<file path="config.mk">
export PLATFORM = sky130hd
export DESIGN_NAME = param_soft_cpu_flat
export DESIGN_NICKNAME = d
export VERILOG_FILES = /design/src/rtl/param_soft_cpu_pkg.sv /design/src/rtl/param_soft_cpu_if.sv /design/src/rtl/param_soft_cpu_alu.sv /design/src/rtl/param_soft_cpu.sv /design/src/flat_wrapper.sv
export SDC_FILE = /design/constraint.sdc
export NUM_CORES = 1
export LEC_CHECK = 0
export CAP_MARGIN = 5
export CELL_PAD_IN_SITES_DETAIL_PLACEMENT = 1
export CELL_PAD_IN_SITES_GLOBAL_PLACEMENT = 2
export CORE_MARGIN = 2
export CORE_UTILIZATION = 38
export CTS_BUF_LIST = sky130_fd_sc_hd__clkbuf_8 sky130_fd_sc_hd__clkbuf_16
export DETAILED_ROUTE_END_ITERATION = 12
export PLACE_DENSITY = 0.9
export SYNTH_ARGS = -nofsm -noshare
export SYNTH_HDL_FRONTEND = slang
export SYNTH_SLANG_ARGS = --single-unit
</file>
<file path="constraint.sdc">
create_clock -name clock -period 8.1 [get_ports clock]
set_input_delay 1.62 -clock clock [delete_from_list [all_inputs] [get_ports clock]]
set_output_delay 1.62 -clock clock [all_outputs]
set_load 0.01 [all_outputs]
</file>
<file path="src/rtl/param_soft_cpu_pkg.sv">
// Shared definitions for param_soft_cpu: opcodes, FSM states and flag bit positions.
// The SOFTCPU_MUL_EN macro enables OP_MUL in the ALU and core decode.
package soft_cpu_pkg;

  localparam logic [3:0] OP_NOP   = 4'b0000;
  localparam logic [3:0] OP_ADD   = 4'b0001;
  localparam logic [3:0] OP_INV   = 4'b0010;
  localparam logic [3:0] OP_SUB   = 4'b0011;
  localparam logic [3:0] OP_LOAD  = 4'b0100;
  localparam logic [3:0] OP_JFL   = 4'b0101;
  localparam logic [3:0] OP_JFE   = 4'b0110;
  localparam logic [3:0] OP_JFG   = 4'b0111;
  localparam logic [3:0] OP_STORE = 4'b1000;
  localparam logic [3:0] OP_HALT  = 4'b1001;
  localparam logic [3:0] OP_MUL   = 4'b1010;

  typedef enum logic [1:0] {
    FETCH   = 2'd0,
    EXECUTE = 2'd1,
    MEM     = 2'd2,
    HALT    = 2'd3
  } state_e;

  // flags = {negative, zero, carry}
  localparam int unsigned FLAG_C = 0;
  localparam int unsigned FLAG_Z = 1;
  localparam int unsigned FLAG_N = 2;

endpackage

</file>
<file path="src/rtl/param_soft_cpu_if.sv">
// Instruction-fetch and data-memory bus of param_soft_cpu.
// master = sequencer/memory side, slave = core side.
interface param_soft_cpu_if #(
  parameter int unsigned DATA_WIDTH = 8,
  parameter int unsigned NUM_REGS   = 8,
  parameter int unsigned ADDR_WIDTH = 16
);
  localparam int unsigned REG_SEL_W   = $clog2(NUM_REGS);
  localparam int unsigned INSTR_WIDTH = 6 + 2 * DATA_WIDTH + REG_SEL_W;

  logic [INSTR_WIDTH-1:0] instruction;
  logic                   instructionValid;
  logic                   instructionReady;
  logic [ADDR_WIDTH-1:0]  instructionPointer;
  logic                   memRequest;
  logic                   memWrite;
  logic [ADDR_WIDTH-1:0]  memAddress;
  logic [DATA_WIDTH-1:0]  memWriteData;
  logic [DATA_WIDTH-1:0]  memReadData;
  logic                   memAck;
  logic [2:0]             flags;
  logic                   halted;
  logic                   illegalInstruction;

  modport master (
    output instruction, instructionValid, memReadData, memAck,
    input  instructionReady, instructionPointer, memRequest, memWrite,
           memAddress, memWriteData, flags, halted, illegalInstruction
  );

  modport slave (
    input  instruction, instructionValid, memReadData, memAck,
    output instructionReady, instructionPointer, memRequest, memWrite,
           memAddress, memWriteData, flags, halted, illegalInstruction
  );
endinterface

</file>
<file path="src/rtl/param_soft_cpu_alu.sv">
// Combinational ALU for param_soft_cpu: ADD/SUB/INV, plus MUL when SOFTCPU_MUL_EN is defined.
// Carry passes through unchanged for ops that do not define it.
module soft_cpu_alu
  import soft_cpu_pkg::*;
#(
  parameter int unsigned DATA_WIDTH = 8
) (
  input  logic [3:0]            op,
  input  logic [DATA_WIDTH-1:0] a,
  input  logic [DATA_WIDTH-1:0] b,
  input  logic                  carry_in,
  output logic [DATA_WIDTH-1:0] result,
  output logic [2:0]            nzc
);
  logic [DATA_WIDTH:0] wide;
  logic                carry;
`ifdef SOFTCPU_MUL_EN
  logic [2*DATA_WIDTH-1:0] prod;
`endif

  always_comb begin
    wide   = '0;
    result = '0;
    carry  = carry_in;
`ifdef SOFTCPU_MUL_EN
    prod   = '0;
`endif
    case (op)
      OP_ADD: begin
        wide   = {1'b0, a} + {1'b0, b};
        result = wide[DATA_WIDTH-1:0];
        carry  = wide[DATA_WIDTH];
      end
      OP_SUB: begin
        // top bit of the extended difference is the borrow
        wide   = {1'b0, a} - {1'b0, b};
        result = wide[DATA_WIDTH-1:0];
        carry  = wide[DATA_WIDTH];
      end
      OP_INV: result = ~a;
`ifdef SOFTCPU_MUL_EN
      OP_MUL: begin
        prod   = {{DATA_WIDTH{1'b0}}, a} * {{DATA_WIDTH{1'b0}}, b};
        result = prod[DATA_WIDTH-1:0];
        carry  = |prod[2*DATA_WIDTH-1:DATA_WIDTH];
      end
`endif
      default: result = '0;
    endcase
    nzc         = '0;
    nzc[FLAG_N] = result[DATA_WIDTH-1];
    nzc[FLAG_Z] = (result == '0);
    nzc[FLAG_C] = carry;
  end
endmodule

</file>
<file path="src/rtl/param_soft_cpu.sv">
// Parametrised single-issue soft CPU: register file, fetch/execute/memory FSM.
// SOFTCPU_MUL_EN enables opcode 1010 (MUL); otherwise it decodes as illegal.
module param_soft_cpu
  import soft_cpu_pkg::*;
#(
  parameter int unsigned DATA_WIDTH = 8,
  parameter int unsigned NUM_REGS   = 8,
  parameter int unsigned ADDR_WIDTH = 16,
  localparam int unsigned REG_SEL_W   = $clog2(NUM_REGS),
  localparam int unsigned INSTR_WIDTH = 6 + 2 * DATA_WIDTH + REG_SEL_W
) (
  input  logic              clock,
  input  logic              reset,
  param_soft_cpu_if.slave   bus
);
  state_e                 state_q, state_d;
  logic [INSTR_WIDTH-1:0] instr_q, instr_d;
  logic [ADDR_WIDTH-1:0]  ip_q, ip_d;
  logic [DATA_WIDTH-1:0]  regs_q [NUM_REGS];
  logic [DATA_WIDTH-1:0]  regs_d [NUM_REGS];
  logic [2:0]             flags_q, flags_d;
  logic                   mem_req_q, mem_req_d;
  logic                   mem_we_q, mem_we_d;
  logic [ADDR_WIDTH-1:0]  mem_addr_q, mem_addr_d;
  logic [DATA_WIDTH-1:0]  mem_wdata_q, mem_wdata_d;
  logic                   halted_q, halted_d;
  logic                   illegal_q, illegal_d;

  logic [3:0]            opcode;
  logic                  mode_a, mode_b;
  logic [DATA_WIDTH-1:0] field_a, field_b;
  logic [REG_SEL_W-1:0]  dest;
  logic [DATA_WIDTH-1:0] operand_a, operand_b, alu_result;
  logic [2:0]            alu_nzc;

  assign {opcode, mode_a, mode_b, field_a, field_b, dest} = instr_q;
  assign operand_a = mode_a ? regs_q[field_a[REG_SEL_W-1:0]] : field_a;
  assign operand_b = mode_b ? regs_q[field_b[REG_SEL_W-1:0]] : field_b;

  soft_cpu_alu #(.DATA_WIDTH(DATA_WIDTH)) u_alu (
    .op       (opcode),
    .a        (operand_a),
    .b        (operand_b),
    .carry_in (flags_q[FLAG_C]),
    .result   (alu_result),
    .nzc      (alu_nzc)
  );

  always_comb begin
    state_d     = state_q;
    instr_d     = instr_q;
    ip_d        = ip_q;
    regs_d      = regs_q;
    flags_d     = flags_q;
    mem_req_d   = mem_req_q;
    mem_we_d    = mem_we_q;
    mem_addr_d  = mem_addr_q;
    mem_wdata_d = mem_wdata_q;
    halted_d    = halted_q;
    illegal_d   = 1'b0;
    case (state_q)
      FETCH: begin
        if (bus.instructionValid) begin
          instr_d = bus.instruction;
          state_d = EXECUTE;
        end
      end
      EXECUTE: begin
        state_d = FETCH;
        ip_d    = ip_q + 1'b1;
        case (opcode)
          OP_NOP: ;
          OP_ADD, OP_SUB, OP_INV: begin
            regs_d[dest] = alu_result;
            flags_d      = alu_nzc;
          end
`ifdef SOFTCPU_MUL_EN
          OP_MUL: begin
            regs_d[dest] = alu_result;
            flags_d      = alu_nzc;
          end
`endif
          OP_JFL: if (operand_a[DATA_WIDTH-1]) ip_d = ADDR_WIDTH'(field_b);
          OP_JFE: if (operand_a == '0) ip_d = ADDR_WIDTH'(field_b);
          OP_JFG: if (!operand_a[DATA_WIDTH-1] && operand_a != '0) ip_d = ADDR_WIDTH'(field_b);
          OP_LOAD, OP_STORE: begin
            // IP advances only once the access completes in MEM
            state_d     = MEM;
            ip_d        = ip_q;
            mem_req_d   = 1'b1;
            mem_we_d    = (opcode == OP_STORE);
            mem_addr_d  = ADDR_WIDTH'({field_a, field_b});
            mem_wdata_d = regs_q[dest];
          end
          OP_HALT: begin
            state_d  = HALT;
            ip_d     = ip_q;
            halted_d = 1'b1;
          end
          default: illegal_d = 1'b1;
        endcase
      end
      MEM: begin
        if (bus.memAck) begin
          if (!mem_we_q) regs_d[dest] = bus.memReadData;
          mem_req_d = 1'b0;
          mem_we_d  = 1'b0;
          ip_d      = ip_q + 1'b1;
          state_d   = FETCH;
        end
      end
      HALT: ;
      default: state_d = FETCH;
    endcase
  end

  always_ff @(posedge clock) begin
    if (reset) begin
      state_q     <= FETCH;
      instr_q     <= '0;
      ip_q        <= '0;
      flags_q     <= '0;
      mem_req_q   <= 1'b0;
      mem_we_q    <= 1'b0;
      mem_addr_q  <= '0;
      mem_wdata_q <= '0;
      halted_q    <= 1'b0;
      illegal_q   <= 1'b0;
      for (int unsigned i = 0; i < NUM_REGS; i++) regs_q[i] <= '0;
    end else begin
      state_q     <= state_d;
      instr_q     <= instr_d;
      ip_q        <= ip_d;
      flags_q     <= flags_d;
      mem_req_q   <= mem_req_d;
      mem_we_q    <= mem_we_d;
      mem_addr_q  <= mem_addr_d;
      mem_wdata_q <= mem_wdata_d;
      halted_q    <= halted_d;
      illegal_q   <= illegal_d;
      for (int unsigned i = 0; i < NUM_REGS; i++) regs_q[i] <= regs_d[i];
    end
  end

  assign bus.instructionReady   = (state_q == FETCH);
  assign bus.instructionPointer = ip_q;
  assign bus.memRequest         = mem_req_q;
  assign bus.memWrite           = mem_we_q;
  assign bus.memAddress         = mem_addr_q;
  assign bus.memWriteData       = mem_wdata_q;
  assign bus.flags              = flags_q;
  assign bus.halted             = halted_q;
  assign bus.illegalInstruction = illegal_q;
endmodule

</file>
<file path="src/flat_wrapper.sv">
// flat-port wrapper written by rule: the top's interface ports become plain ports
module param_soft_cpu_flat import soft_cpu_pkg::*;
#(
  parameter int unsigned DATA_WIDTH = 8,
  parameter int unsigned NUM_REGS   = 8,
  parameter int unsigned ADDR_WIDTH = 16,
  localparam int unsigned REG_SEL_W   = $clog2(NUM_REGS),
  localparam int unsigned INSTR_WIDTH = 6 + 2 * DATA_WIDTH + REG_SEL_W
)
  (clock, reset, bus_instruction, bus_instructionValid, bus_memReadData, bus_memAck, bus_instructionReady, bus_instructionPointer, bus_memRequest, bus_memWrite, bus_memAddress, bus_memWriteData, bus_flags, bus_halted, bus_illegalInstruction);
  param_soft_cpu_if #(.DATA_WIDTH(DATA_WIDTH), .NUM_REGS(NUM_REGS), .ADDR_WIDTH(ADDR_WIDTH)) bus_i ();
  input  logic clock;
  input  logic reset;
  input wire logic [$bits(bus_i.instruction)-1:0] bus_instruction;
  input wire logic [$bits(bus_i.instructionValid)-1:0] bus_instructionValid;
  input wire logic [$bits(bus_i.memReadData)-1:0] bus_memReadData;
  input wire logic [$bits(bus_i.memAck)-1:0] bus_memAck;
  output wire logic [$bits(bus_i.instructionReady)-1:0] bus_instructionReady;
  output wire logic [$bits(bus_i.instructionPointer)-1:0] bus_instructionPointer;
  output wire logic [$bits(bus_i.memRequest)-1:0] bus_memRequest;
  output wire logic [$bits(bus_i.memWrite)-1:0] bus_memWrite;
  output wire logic [$bits(bus_i.memAddress)-1:0] bus_memAddress;
  output wire logic [$bits(bus_i.memWriteData)-1:0] bus_memWriteData;
  output wire logic [$bits(bus_i.flags)-1:0] bus_flags;
  output wire logic [$bits(bus_i.halted)-1:0] bus_halted;
  output wire logic [$bits(bus_i.illegalInstruction)-1:0] bus_illegalInstruction;
  assign bus_i.instruction = bus_instruction;
  assign bus_i.instructionValid = bus_instructionValid;
  assign bus_i.memReadData = bus_memReadData;
  assign bus_i.memAck = bus_memAck;
  assign bus_instructionReady = bus_i.instructionReady;
  assign bus_instructionPointer = bus_i.instructionPointer;
  assign bus_memRequest = bus_i.memRequest;
  assign bus_memWrite = bus_i.memWrite;
  assign bus_memAddress = bus_i.memAddress;
  assign bus_memWriteData = bus_i.memWriteData;
  assign bus_flags = bus_i.flags;
  assign bus_halted = bus_i.halted;
  assign bus_illegalInstruction = bus_i.illegalInstruction;
  param_soft_cpu #(.DATA_WIDTH(DATA_WIDTH), .NUM_REGS(NUM_REGS), .ADDR_WIDTH(ADDR_WIDTH)) u_core (.clock(clock), .reset(reset), .bus(bus_i));
endmodule
</file>
; Word-level counts from Yosys, hierarchy flattened
; Index checks and enable logic that the tools add are counted.
[op_classes]
n_lt_le_gt_ge = 4
add_sub_neg = 3
bitwise_logic = 5
eq_ne = 17
reduce_logical = 25
muxes = 37
[ops]
columns = op, count
row1 = $mux W64, 3
row2 = $bwmux W64, 2
row3 = $pmux W64 S2, 1
row4 = $bmux W8 S3, 3
row5 = $mux W8, 9
row6 = $mux W16, 4
row7 = $pmux W16 S4, 1
row8 = $pmux W16 S2, 1
row9 = $demux W8 S3, 1
row10 = $pmux W8 S3, 1
row11 = $add A16 B1 Y16 const B, 1
row12 = $eq A4 B3 Y1 const B, 4
row13 = $logic_not A8 Y1, 2
row14 = $ge A4 B4 Y1 const B, 3
row15 = $ne A2 B2 Y1 const B, 6
row16 = $not A3 Y4, 3
row17 = $reduce_and A3 Y1, 4
row18 = $reduce_or A10 Y1, 1
row19 = $add A8 B8 Y9, 1
row20 = $sub A8 B8 Y9, 1
row21 = $eq A4 B2 Y1 const B, 2
row22 = $eq A4 B4 Y1 const B, 2
row23 = $not A8 Y8, 1
row24 = $reduce_and A2 Y1, 4
row25 = other kinds (20), 30
[word_totals]
in_bits = 37
out_inout_bits = 48
register_bits = 138
elab_cells = 110

; Depth between registers and ports, before layout
; Gate-level depths: netlist of run 1.
[logic_depth]
word_depth = 10
ltp_mapped = 17
depth_no_buf = 15

; By module
; Synthesis of run 1 repeated with hierarchy kept, for this count alone.
[unflattened]
cells_unflattened = 938
hier_area_um2 = 8126.5
[modules_own_cells]
columns = mod, n_inst, cells_per_inst, seq_area_each_um2, area_each_um2
row1 = param_soft_cpu, 1, 793, 2762.6, 7148.1
row2 = soft_cpu_alu, 1, 145, 0.0, 978.4

; Least setup slack after synthesis of run 1
; No wires, ideal clock.
[synth_path]
kind = register to register
from = reg u_core.instr_q[3]
to = reg u_core.regs_q[15] (netlist bit)
synth_period_minus_slack_ps = 3793
path_buffers = 1
setup_time_ps = 166
required_time_ps = 7934
setup_slack_ps = 4307
stages_incl_launch_ff = 14
t_arrival_ps = 3626
cell_sequence = dfxtp_1 > clkbuf_1 > mux4_2 > o21ai_0 > o21a_1 > ha_1 > nand2b_1 > a21oi_1 > o311ai_0 > a21o_1 > nand3b_1 > o21ai_0 > nor4_1 > o32ai_1
[synth_between]
elab_chain_cells = 10
elab_cells_between_ends = 11
cone_classes = 2 x add/sub / 8 x mux / 1 x bitwise
[synth_rtl]
columns = item, line
row1 = "start, declared", param_soft_cpu.sv:17  ; logic [INSTR_WIDTH-1:0] instr_q, instr_d;
row2 = "start signal, assigned", param_soft_cpu.sv:132  ; instr_q <= instr_d;
row3 = $not A3 Y4 (implied by the code), param_soft_cpu.sv:38  ; assign operand_b = mode_b ? regs_q[field_b[REG_SEL_W-1:0]] : field_b;
row4 = $bmux W8 S3, param_soft_cpu.sv:38
row5 = $mux W8 (implied by the code) (2 in a row), param_soft_cpu.sv:38
row6 = $mux W8 (*), param_soft_cpu.sv:38
row7 = $sub A8 B8 Y9 / $add A8 B8 Y9 (equally long branches), "param_soft_cpu_alu.sv:36, param_soft_cpu_alu.sv:30"
row8 = $pmux W8 S3 (*), param_soft_cpu_alu.sv:28  ; case (op)
row9 = $bwmux W64 (*), param_soft_cpu.sv:74  ; regs_d[dest] = alu_result;
row10 = $mux W64 (*), param_soft_cpu.sv:71  ; case (opcode)
row11 = $pmux W64 S2 (*), param_soft_cpu.sv:61  ; case (state_q)
row12 = "end, declared", param_soft_cpu.sv:19  ; logic [DATA_WIDTH-1:0] regs_q [NUM_REGS];
; Mark *: on every way between the ends. The rest lies on a longest branch, timed or not. The select of a mux whose other input is x is not followed.
; A chain may end at the register's enable or synchronous reset.

; Final worst setup path of run 1
[layout_path]
from = reg u_core.instr_q[12]
to = reg u_core.regs_q[54] (netlist bit)
[layout_between]
elab_chain_cells = 10
elab_cells_between_ends = 12
cone_classes = 2 x add/sub / 8 x mux / 2 x bitwise
[layout_rtl]
columns = item, line
row1 = $not A3 Y4 (implied by the code), param_soft_cpu.sv:37  ; assign operand_a = mode_a ? regs_q[field_a[REG_SEL_W-1:0]] : field_a;
row2 = $bmux W8 S3, param_soft_cpu.sv:37
row3 = $mux W8 (implied by the code) (2 in a row), param_soft_cpu.sv:37
row4 = $mux W8 (*), param_soft_cpu.sv:37
row5 = "$sub A8 B8 Y9, or another cell as far along", param_soft_cpu_alu.sv:36  ; wide = {1'b0, a} - {1'b0, b};
row6 = $pmux W8 S3 (*), param_soft_cpu_alu.sv:28
row7 = $bwmux W64 (*), param_soft_cpu.sv:74
row8 = $mux W64 (*), param_soft_cpu.sv:71
row9 = $pmux W64 S2 (*), param_soft_cpu.sv:61
; Marks and branches as above.

==> metrics.yaml, run 1 <==
ys_ff_latch: 138
maxCapViolCount: 0
final_cell_area_sq_um: 9603
die_w_um: 148.9
clockBufferDepth: 2
drive_gt1_share_pct: 9.960
cts_resized: 0
clock_sinks: 138
synth.area.top_cells: "dfxtp_1 (35%), mux4_2 (10%), mux2i_1 (7.5%), nand2_1 (6.4%), nor2_1 (5.8%)"
max_slew.worst_pin.slew_ps: 1272
relSlewSlack_pct: 14.88
dr_total_vias: 7264
fmax_ghz: 0.2239
synth_fp_nets: 985
num_io_pins: 85
period_needed_ps: 4466
synth_top_area_share_pct: 34.61
nets: 1044
clk_latency_ps: 440
fin_tns_setup_ps: 0
cts_setup_buffers: 0
synth_area_leader_cell: "dfxtp_1"
placed_cell_area_sq_um: 9024
holdWs_ps: 457.3
post_drt_wl_per_cell_um: 20.42
setup_ws_ps: 3634
required_ps: 8370
hp-class: "flop to flop"
total_power_mw: 1.828
grt_pass1_vias: 7488
grt_max_degree: 108
htree_levels: 4
yosysWarnings: 0
dpl_worst_slack_ps: 3702
numCtsBuffers: 17
crit_path_end_kind: "flop"
crit_type: "flop to flop"
syn-cell-area_sq_um: 7983
gp_congestion: 0.8228
avgSynthCellArea_sq_um: 8.639
wl_met1_mm: 11.32
fin_crit_sh_pct: 55.14
ys_async_sr_fraction_pct: 0
rsz0062_at_grt: "no"
grt_pass1_wl_mm: 41.57
p_leak_nw: 3.283
ant_nets: 0
drtIter0Drc: 423
areaGrowthSynthToFinish_pct: 20.30
cp_max_fo: 16
diodes: 0
syn_inst: 924
fp.dieH_um: 148.9
synth.distinct_cells: 67
dpl.hpwl_mm: 17.80
drcViolationCount: 0
final_cells: 1269
dr_wl_met3_mm: 1.492
firstDrtPassIters: 5
wl_mm: 25.91
crit_path_start_kind: "flop"
start_util_pct: 38.34
finalClockSkew_ps: 10.35
synth_most_common_cell: "dfxtp_1"
placedCellCount: 1239
ys_seq_area_share_pct: 34.61
synthTopCellsByCount: "dfxtp_1 (138), nand2_1 (136), nor2_1 (124)"
top_layer_used: "met4"
worstPathArrival_ps: 4740
viasPerCell: 5.724
dr_wl_met2_mm: 12.51
ir_drop_uv: 131.0
fillers: 2467
setup_viol: 0
cts_tree: "yes"
drv_slew: 0
hold_buffers: 0
root_buffer: "clkbuf_16"
dieArea_sq_um: 22180
port_buffers: 84
p_per_area_nw_per_um2: 190.4
synth_ff_type: "dfxtp_1"
overflow: 0
hold_viol: 0
synth_edf_count: 0
grt_util_all_layers_pct: 24.19
finalCoreUtilization_pct: 46.12
core_sq_um: 20820
antenna_found_initial: 0
status: "complete, no violations"
clkTransAtPathRegs_ps: 60
placementRows: 53
## power by group
| part | leakage, nW | total, mW | internal [mW] | switching (mW) |
|---|---|---|---|---|
| sequential | 1.12 | 0.728 | 0.699 | 0.0289 |
| clock | 0.281 | 0.788 | 0.463 | 0.325 |
| combinational | 1.88 | 0.312 | 0.126 | 0.186 |
## cell usage in the layout, fill, tap and decap left out, types with 4 or more instances in the layout
| cell | instances |
|---|---|
| mux2i_1 | 60 |
| nor2_1 | 124 |
| buf_4 | 18 |
| nor3_1 | 14 |
| dfxtp_1 | 138 |
| a211oi_1 | 31 |
| a21o_1 | 11 |
| clkdlybuf4s50_1 | 83 |
| xnor2_1 | 12 |
| a311oi_1 | 5 |
| o21bai_1 | 4 |
| and2_1 | 4 |
| inv_1 | 41 |
| o21ai_0 | 19 |
| nand2_1 | 136 |
| nor2b_1 | 4 |
| a21oi_1 | 68 |
| nand4_1 | 5 |
| ha_1 | 22 |
| o32ai_1 | 9 |
| o22ai_1 | 7 |
| and3_1 | 5 |
| inv_6 | 4 |
| nor4b_1 | 5 |
| nand3b_1 | 4 |
| o21a_1 | 4 |
| nand2b_1 | 14 |
| a221o_1 | 4 |
| clkbuf_16 | 17 |
| nand3_1 | 24 |
| mux4_2 | 37 |
## final timing paths
kind / start / end / slack (ps) / depth (start not counted)
max: u_core.instr_q[12] / u_core.regs_q[54] / 3630 / 15
min: u_core.bus.memAddress[2] / u_core.bus.memAddress[2] / 460 / 2
max reg2reg: u_core.instr_q[12] / u_core.regs_q[54] / 3630 / 15
min reg2reg: u_core.bus.memAddress[2] / u_core.bus.memAddress[2] / 460 / 2
## flip-flops by register name, indices dropped and copies added (netlist names)
signal	flops
u_core.bus.flags	3
u_core.bus.halted	1
u_core.bus.illegalInstruction	1
u_core.bus.instructionPointer	16
u_core.bus.memAddress	16
u_core.bus.memRequest	1
u_core.bus.memWrite	1
u_core.bus.memWriteData	8
u_core.instr_q	25
u_core.regs_q	64
u_core.state_q	2
## per-layer routing
layer / up-vias / global-route usage (%)
li1: 3408 / -
met1: 3599 / 31.90
met2: 223 / 39.84
met3: 34 / 4.404
met4: 0 / 8.524
met5: - / 0
## cell families after synthesis
group	Yosys count	share of synthesized area, %
AO/OA/AOI/OAI	187	15.71
XOR/XNOR	15	1.646
adder cells (fa/ha/maj)	24	3.950
buffers and inverters	102	5.298
flip-flops	138	34.61
multiplexers	101	18.71
AND/OR/NAND/NOR	357	20.08
## worst max-delay path, stage by stage (launching register included)
cell and delay [ps]:
dfxtp_1 880, mux4_2 590, o21ai_0 160, o21a_1 280
ha_1 180, inv_1 50, fa_1 390, a21o_1 170
a21oi_1 230, o21bai_1 100, a21oi_1 250, xnor2_1 100
a32o_1 220, o31a_1 410, mux2i_1 210, nor2_1 60
## area by class of cell
cell class | count | area [sq um] | share of cell area (%)
multi-input combinational | 684 | 4797 | 49.95
clock buffer | 18 | 439.2 | 4.573
tap | 275 | 344.1 | 3.583
inverter | 41 | 153.9 | 1.603
clock inverter | 12 | 140.1 | 1.459
timing repair buffer | 101 | 965.9 | 10.06
sequential | 138 | 2763 | 28.77
(Power assumes the default switching activity.)
==> run 2, diff against run 1 <==
Settings changed: CORE_UTILIZATION 38 to 35, PLACE_DENSITY 0.9 to 0.84.
Clock period 8.1 ns to 4.2 ns, I/O delays scaled along.
==> metrics.yaml, run 2 (synthesized netlist as in run 1, its figures left out) <==
diodes: 0  # unchanged
required_ps: 4500  # -3870 ps
grt_pass1_vias: 7514  # +0.35%
maxCapViolCount: 0  # unchanged
clkTransAtPathRegs_ps: 60  # about the same
crit_path_end_kind: "flop"
cp_common_cell: "o21ai_0"
grt_util_all_layers_pct: 23.05  # -1.1 points
areaGrowthSynthToFinish_pct: 22.62
relSlewSlack_pct: 31.12  # +16 points
layout_commonest_cell: "nand2_1"
dieArea_sq_um: 24030  # +8.3%
root_buffer: "clkbuf_16"
numCtsBuffers: 17  # unchanged
start_util_pct: 35.47  # -2.9 points
setup_ws_ps: 183.1  # -3451 ps
grt_pass1_wl_mm: 42.77  # +2.9%
r2r_slack_ps: 180  # -3450 ps
cp_slowest_cell: "mux4_2"
dpl_worst_slack_ps: 94.32  # -3608 ps
crit_start: "u_core.instr_q[4]"
fin_tns_setup_ps: 0  # unchanged
worst-path-buf-inv: 0  # -1
viasPerCell: 5.671  # -0.92%
largest_reg_flops: 64  # unchanged
post_drt_wl_per_cell_um: 21.12  # +3.4%
htree_levels: 4  # unchanged
hold_buffers: 0  # unchanged
die_w_um: 155.0  # +4.1%
layout_common_cells: "nand2_1 (136), dfxtp_1 (135), nor2_1 (124)"
final_cell_area_sq_um: 9788  # +1.9%
port_buffers: 84  # unchanged
hp-class: "flop to flop"
crit_path_start_kind: "flop"
clk_latency_ps: 430  # about the same
r2r_start: "u_core.instr_q[4]"
drive_gt1_share_pct: 12.13  # +2.2 points
p_leak_nw: 3.390  # +3.3%
cp_max_fo: 8  # -8
hold_start: "u_core.bus.memAddress[15]"
drv_slew: 0  # unchanged
ir_drop_uv: 231.3  # +77%
worstPathArrival_ps: 4320  # -420 ps
worstReg2RegEnd: "u_core.regs_q[30]"
dr_total_vias: 7367  # +1.4%
reg.largest.list: "u_core.regs_q x64, u_core.instr_q x25"
finalClockSkew_ps: 11.09  # +0.7370 ps
cts_tree: "yes"
finalCoreUtilization_pct: 43.50  # -2.6 points
largest_register: "u_core.regs_q"
nets: 1062  # +1.7%
placed_cell_area_sq_um: 9184  # +1.8%
fmax_ghz: 0.2489  # +11%
cp_top_family: "compound AO/OA/AOI/OAI gates"
num_io_pins: 85  # unchanged
period_needed_ps: 4017  # -449.3 ps
fillers: 2616  # +6.0%
drcViolationCount: 0  # unchanged
fin_crit_sh_pct: 95.64  # +41 points
firstDrtPassIters: 5  # unchanged
cp_slowest_stage_delay_ps: 550  # -330 ps
hold_viol: 0  # unchanged
clock_sinks: 138  # unchanged
dpl.hpwl_mm: 19.46  # +9.3%
clockBufferDepth: 2  # unchanged
min_to: "u_core.bus.memAddress[15]"
status: "complete, no violations"
p_per_area_nw_per_um2: 361.8  # +90%
core_sq_um: 22500  # +8.1%
ant_nets: 0  # unchanged
setup_viol: 0  # unchanged
max_slew.worst_pin.slew_ps: 1031  # -241.4 ps
antenna_found_initial: 0  # unchanged
overflow: 0  # unchanged
fp.dieH_um: 155.0  # +4.1%
rsz0062_at_grt: "no"
whs_path_depth: 2  # unchanged
reg2regPathDepth: 14  # -1
crit_chain: "mux4_2, o21ai_0, o21ai_0, ha_1, fa_1, nand2b_1, a21oi_1, o21ai_0, a21oi_1, or2_2, a32o_1, o31a_1, mux2i_1, nor2_1"
crit_type: "flop to flop"
placementRows: 55  # +3.8%
gp_congestion: 0.8739  # +6.2%
grt_max_degree: 110  # +1.9%
drtIter0Drc: 476  # +13%
wl_mm: 27.44  # +5.9%
-- run 2: changes by cell type in the layout (fill, tap and decap cells not counted), sizes merged --
cell and change:
buf +18, clkinv +2, clkinvlp +1, inv -1
-- run 2: metal layers --
layer | track usage [%] | part of all wire (%) | vias to the layer above
li1 | - | - | 3442
met1 | 29.88 | 45 | 3711
met2 | 38.81 | 49 | 181
met3 | 3.760 | 3.7 | 33
met4 | 8.377 | 2.3 | 0
met5 | 0 | 0 | -
-- run 2: repair_timing --
action / CTS / global route
endpoints found under the setup margin: 1 / 17
resized for setup: 1 / 7
buffers inserted: 0 / 0
pin swaps: 0 / 0
-- run 2: layout make-up --
cell class	instances	area [sq um]	share of cell area, %
clock buffers	18	439.2	4.487
clock inverters	14	147.6	1.508
inverters	41	153.9	1.572
multi-input cells	684	4806	49.10
flip-flops and latches	138	2771	28.31
well taps	285	356.6	3.643
repair buffers	119	1114	11.38
-- run 2: power by group --
part           switching, mW  internal, mW  leakage, nW
clock                  0.622         0.891        0.285
combinational          0.361         0.258         1.99
sequential            0.0609          1.35         1.12
-- run 2: worst max-delay path by stage --
stage	to	slack, ps	depth (start not counted)
after floorplan	u_core.regs_q[15]	410	13
after global placement	u_core.regs_q[22]	130	15
after detailed placement	u_core.regs_q[30]	90	15
after CTS	u_core.regs_q[30]	110	14
after global routing	u_core.regs_q[30]	30	14
final	u_core.regs_q[30]	180	14
-- run 2: worst min-delay path, stage by stage (launching register included) --
cell,delay [ps]
dfxtp_1,310
nand2_1,50
a21oi_1,50
-- run 2: stage by stage --
step | cells | hold slack, ps | total power, mW
final | 1299 | 456.4 | 3.541
after global routing | 1299 | 482.1 | 3.685
after CTS | 1299 | 456.9 | 3.554
after detailed placement | 1267 | 451.7 | 2.046
after global placement | 1267 | 446.1 | 2.036
after floorplan | 924 | 445.1 | 1.816
==> run 3, diff against run 2 <==
Settings changed: CTS_BUF_LIST sky130_fd_sc_hd__clkbuf_8 sky130_fd_sc_hd__clkbuf_16 to sky130_fd_sc_hd__clkbuf_16.
==> metrics.yaml, run 3 (synthesized netlist as in run 1, its figures left out) <==
clockBufferDepth: 2  # unchanged
finalCoreUtilization_pct: 43.45  # -0.045 points
worst-path-buf-inv: 0  # unchanged
largest_reg_flops: 64  # unchanged
root_buffer: "clkbuf_16"
placed_cell_area_sq_um: 9184  # unchanged
grt_util_all_layers_pct: 23.00  # -0.055 points
dieArea_sq_um: 24030  # unchanged
grt_pass1_vias: 7517  # +0.040%
drive_gt1_share_pct: 12.03  # -0.099 points
fin_crit_sh_pct: 95.93  # +0.29 points
ant_nets: 0  # unchanged
relSlewSlack_pct: 34.03  # +2.9 points
cp.depth: 14  # unchanged
final_cells: 1299  # unchanged
dpl_worst_slack_ps: 94.32  # unchanged
overflow: 0  # unchanged
grt_pass1_wl_mm: 42.70  # -0.14%
p_per_area_nw_per_um2: 359.3  # -0.68%
placementRows: 55  # unchanged
fmax_ghz: 0.2482  # -0.30%
total_power_mw: 3.514  # -0.78%
rsz0062_at_grt: "no"
ir_drop_uv: 195.3  # -16%
crit_type: "flop to flop"
required_ps: 4500  # about the same
reg2regPathDepth: 14  # unchanged
internal-power_mw: 2.479  # -0.74%
cts_tree: "yes"
pwr-share-comb_pct: 17.6  # about the same
drv_slew: 0  # unchanged
numCtsBuffers: 17  # unchanged
fin_tns_setup_ps: 0  # unchanged
finalClockSkew_ps: 11.59  # +0.5072 ps
start_util_pct: 35.47  # unchanged
maxCapViolCount: 0  # unchanged
post_drt_wl_per_cell_um: 20.96  # -0.76%
setup_viol: 0  # unchanged
holdWs_ps: 456.4  # +0.03900 ps
dpl.hpwl_mm: 19.46  # unchanged
r2r_start: "u_core.instr_q[4]"
p_leak_nw: 3.385  # -0.17%
cp_max_fo: 8  # unchanged
fp.dieH_um: 155.0  # unchanged
clkPwrFrac_pct: 42.3  # -0.4 points
r2r_slack_ps: 170  # about the same
crit_path_start_kind: "flop"
viasPerCell: 5.707  # +0.64%
min_to: "u_core.bus.memAddress[15]"
dr_total_vias: 7414  # +0.64%
htree_levels: 4  # unchanged
wl_mm: 27.23  # -0.76%
worstPathArrival_ps: 4330  # about the same
cp_slowest_stage_delay_ps: 560  # about the same
crit_chain: "mux4_2, o21ai_0, o21ai_0, ha_1, fa_1, nand2b_1, a21oi_1, o21ai_0, a21oi_1, or2_2, a32o_1, o31a_1, mux2i_1, nor2_1"
diodes: 0  # unchanged
drcViolationCount: 0  # unchanged
core_sq_um: 22500  # unchanged
worstReg2RegEnd: "u_core.regs_q[30]"
hold_start: "u_core.bus.memAddress[15]"
whs_path_depth: 2  # unchanged
max_slew.worst_pin.slew_ps: 962.0  # -68.65 ps
cp_slowest_cell: "mux4_2"
multi_input_area_sq_um: 4806  # unchanged
crit_path_end_kind: "flop"
hold_viol: 0  # unchanged
cp_common_cell: "o21ai_0"
nets: 1062  # unchanged
period_needed_ps: 4029  # +12.24 ps
drtIter0Drc: 457  # -4.0%
reg.largest.list: "u_core.regs_q x64, u_core.instr_q x25"
gp_congestion: 0.8739  # unchanged
die_w_um: 155.0  # unchanged
antenna_found_initial: 0  # unchanged
layout_common_cells: "nand2_1 (136), dfxtp_1 (135), nor2_1 (124)"
port_buffers: 84  # unchanged
clkTransAtPathRegs_ps: 60  # about the same
p_seq_share_pct: 40.1  # +0.3 points
fillers: 2614  # -0.076%
hp-class: "flop to flop"
clock_sinks: 138  # unchanged
final_cell_area_sq_um: 9778  # -0.10%
largest_register: "u_core.regs_q"
switchingPower_mw: 1.034  # -0.87%
register_area_sq_um: 2771  # unchanged
setup_ws_ps: 170.9  # -12.24 ps
layout_commonest_cell: "nand2_1"
num_io_pins: 85  # unchanged
firstDrtPassIters: 7  # +2
cts_setup_buffers: 0  # unchanged
cp_top_family: "compound AO/OA/AOI/OAI gates"
clk_latency_ps: 430  # about the same
areaGrowthSynthToFinish_pct: 22.49
swShare_pct: 29.44  # about the same
grt_max_degree: 110  # unchanged
status: "complete, no violations"
placedCellCount: 1267  # unchanged
-- run 3: worst max path at each step --
stage | startpoint | endpoint | slack, ps
floorplan | u_core.instr_q[3] | u_core.regs_q[15] | 410
global placement | u_core.instr_q[12] | u_core.regs_q[22] | 130
detailed placement | u_core.instr_q[12] | u_core.regs_q[30] | 90
CTS | u_core.instr_q[11] | u_core.regs_q[30] | 110
global route | u_core.instr_q[4] | u_core.regs_q[30] | 30
finish | u_core.instr_q[4] | u_core.regs_q[30] | 170
-- run 3: per-layer routing --
metal / global-route usage, % / part of all wire, % / up-vias
met2: 38.79 / 49 / 219
met1: 29.77 / 44 / 3702
li1: - / - / 3451
met3: 3.649 / 4.2 / 42
met4: 8.466 / 2.8 / 0
met5: 0 / 0 / -
-- run 3: power by group through the flow --
stage                     Combinational [mW]  Sequential [mW]  Clock [mW]
final                                  0.618             1.41        1.49
after global routing                   0.675             1.41        1.58
after CTS                              0.616             1.41        1.51
after detailed placement               0.609             1.44           0
after global placement                 0.602             1.43           0
after floorplan                        0.409             1.41           0
-- run 3: repair_timing --
item,in CTS,in global routing
hold buffers,0,0
resized for setup,1,7
setup endpoints to repair,1,17
pin swaps,0,0
hold endpoints to repair,0,0
-- run 3: layout make-up --
| class | count | area share, % |
|---|---|---|
| repair buffers | 119 | 11.39 |
| flip-flops and latches | 138 | 28.34 |
| inverters | 41 | 1.574 |
| clock buffers | 17 | 4.351 |
| multi-input cells | 684 | 49.15 |
| well taps | 285 | 3.647 |
| clock inverters | 15 | 1.548 |
-- run 3: worst min-delay path, stage by stage, from the launching register on --
cell and delay [ps]:
dfxtp_1 310, nand2_1 50, a21oi_1 50
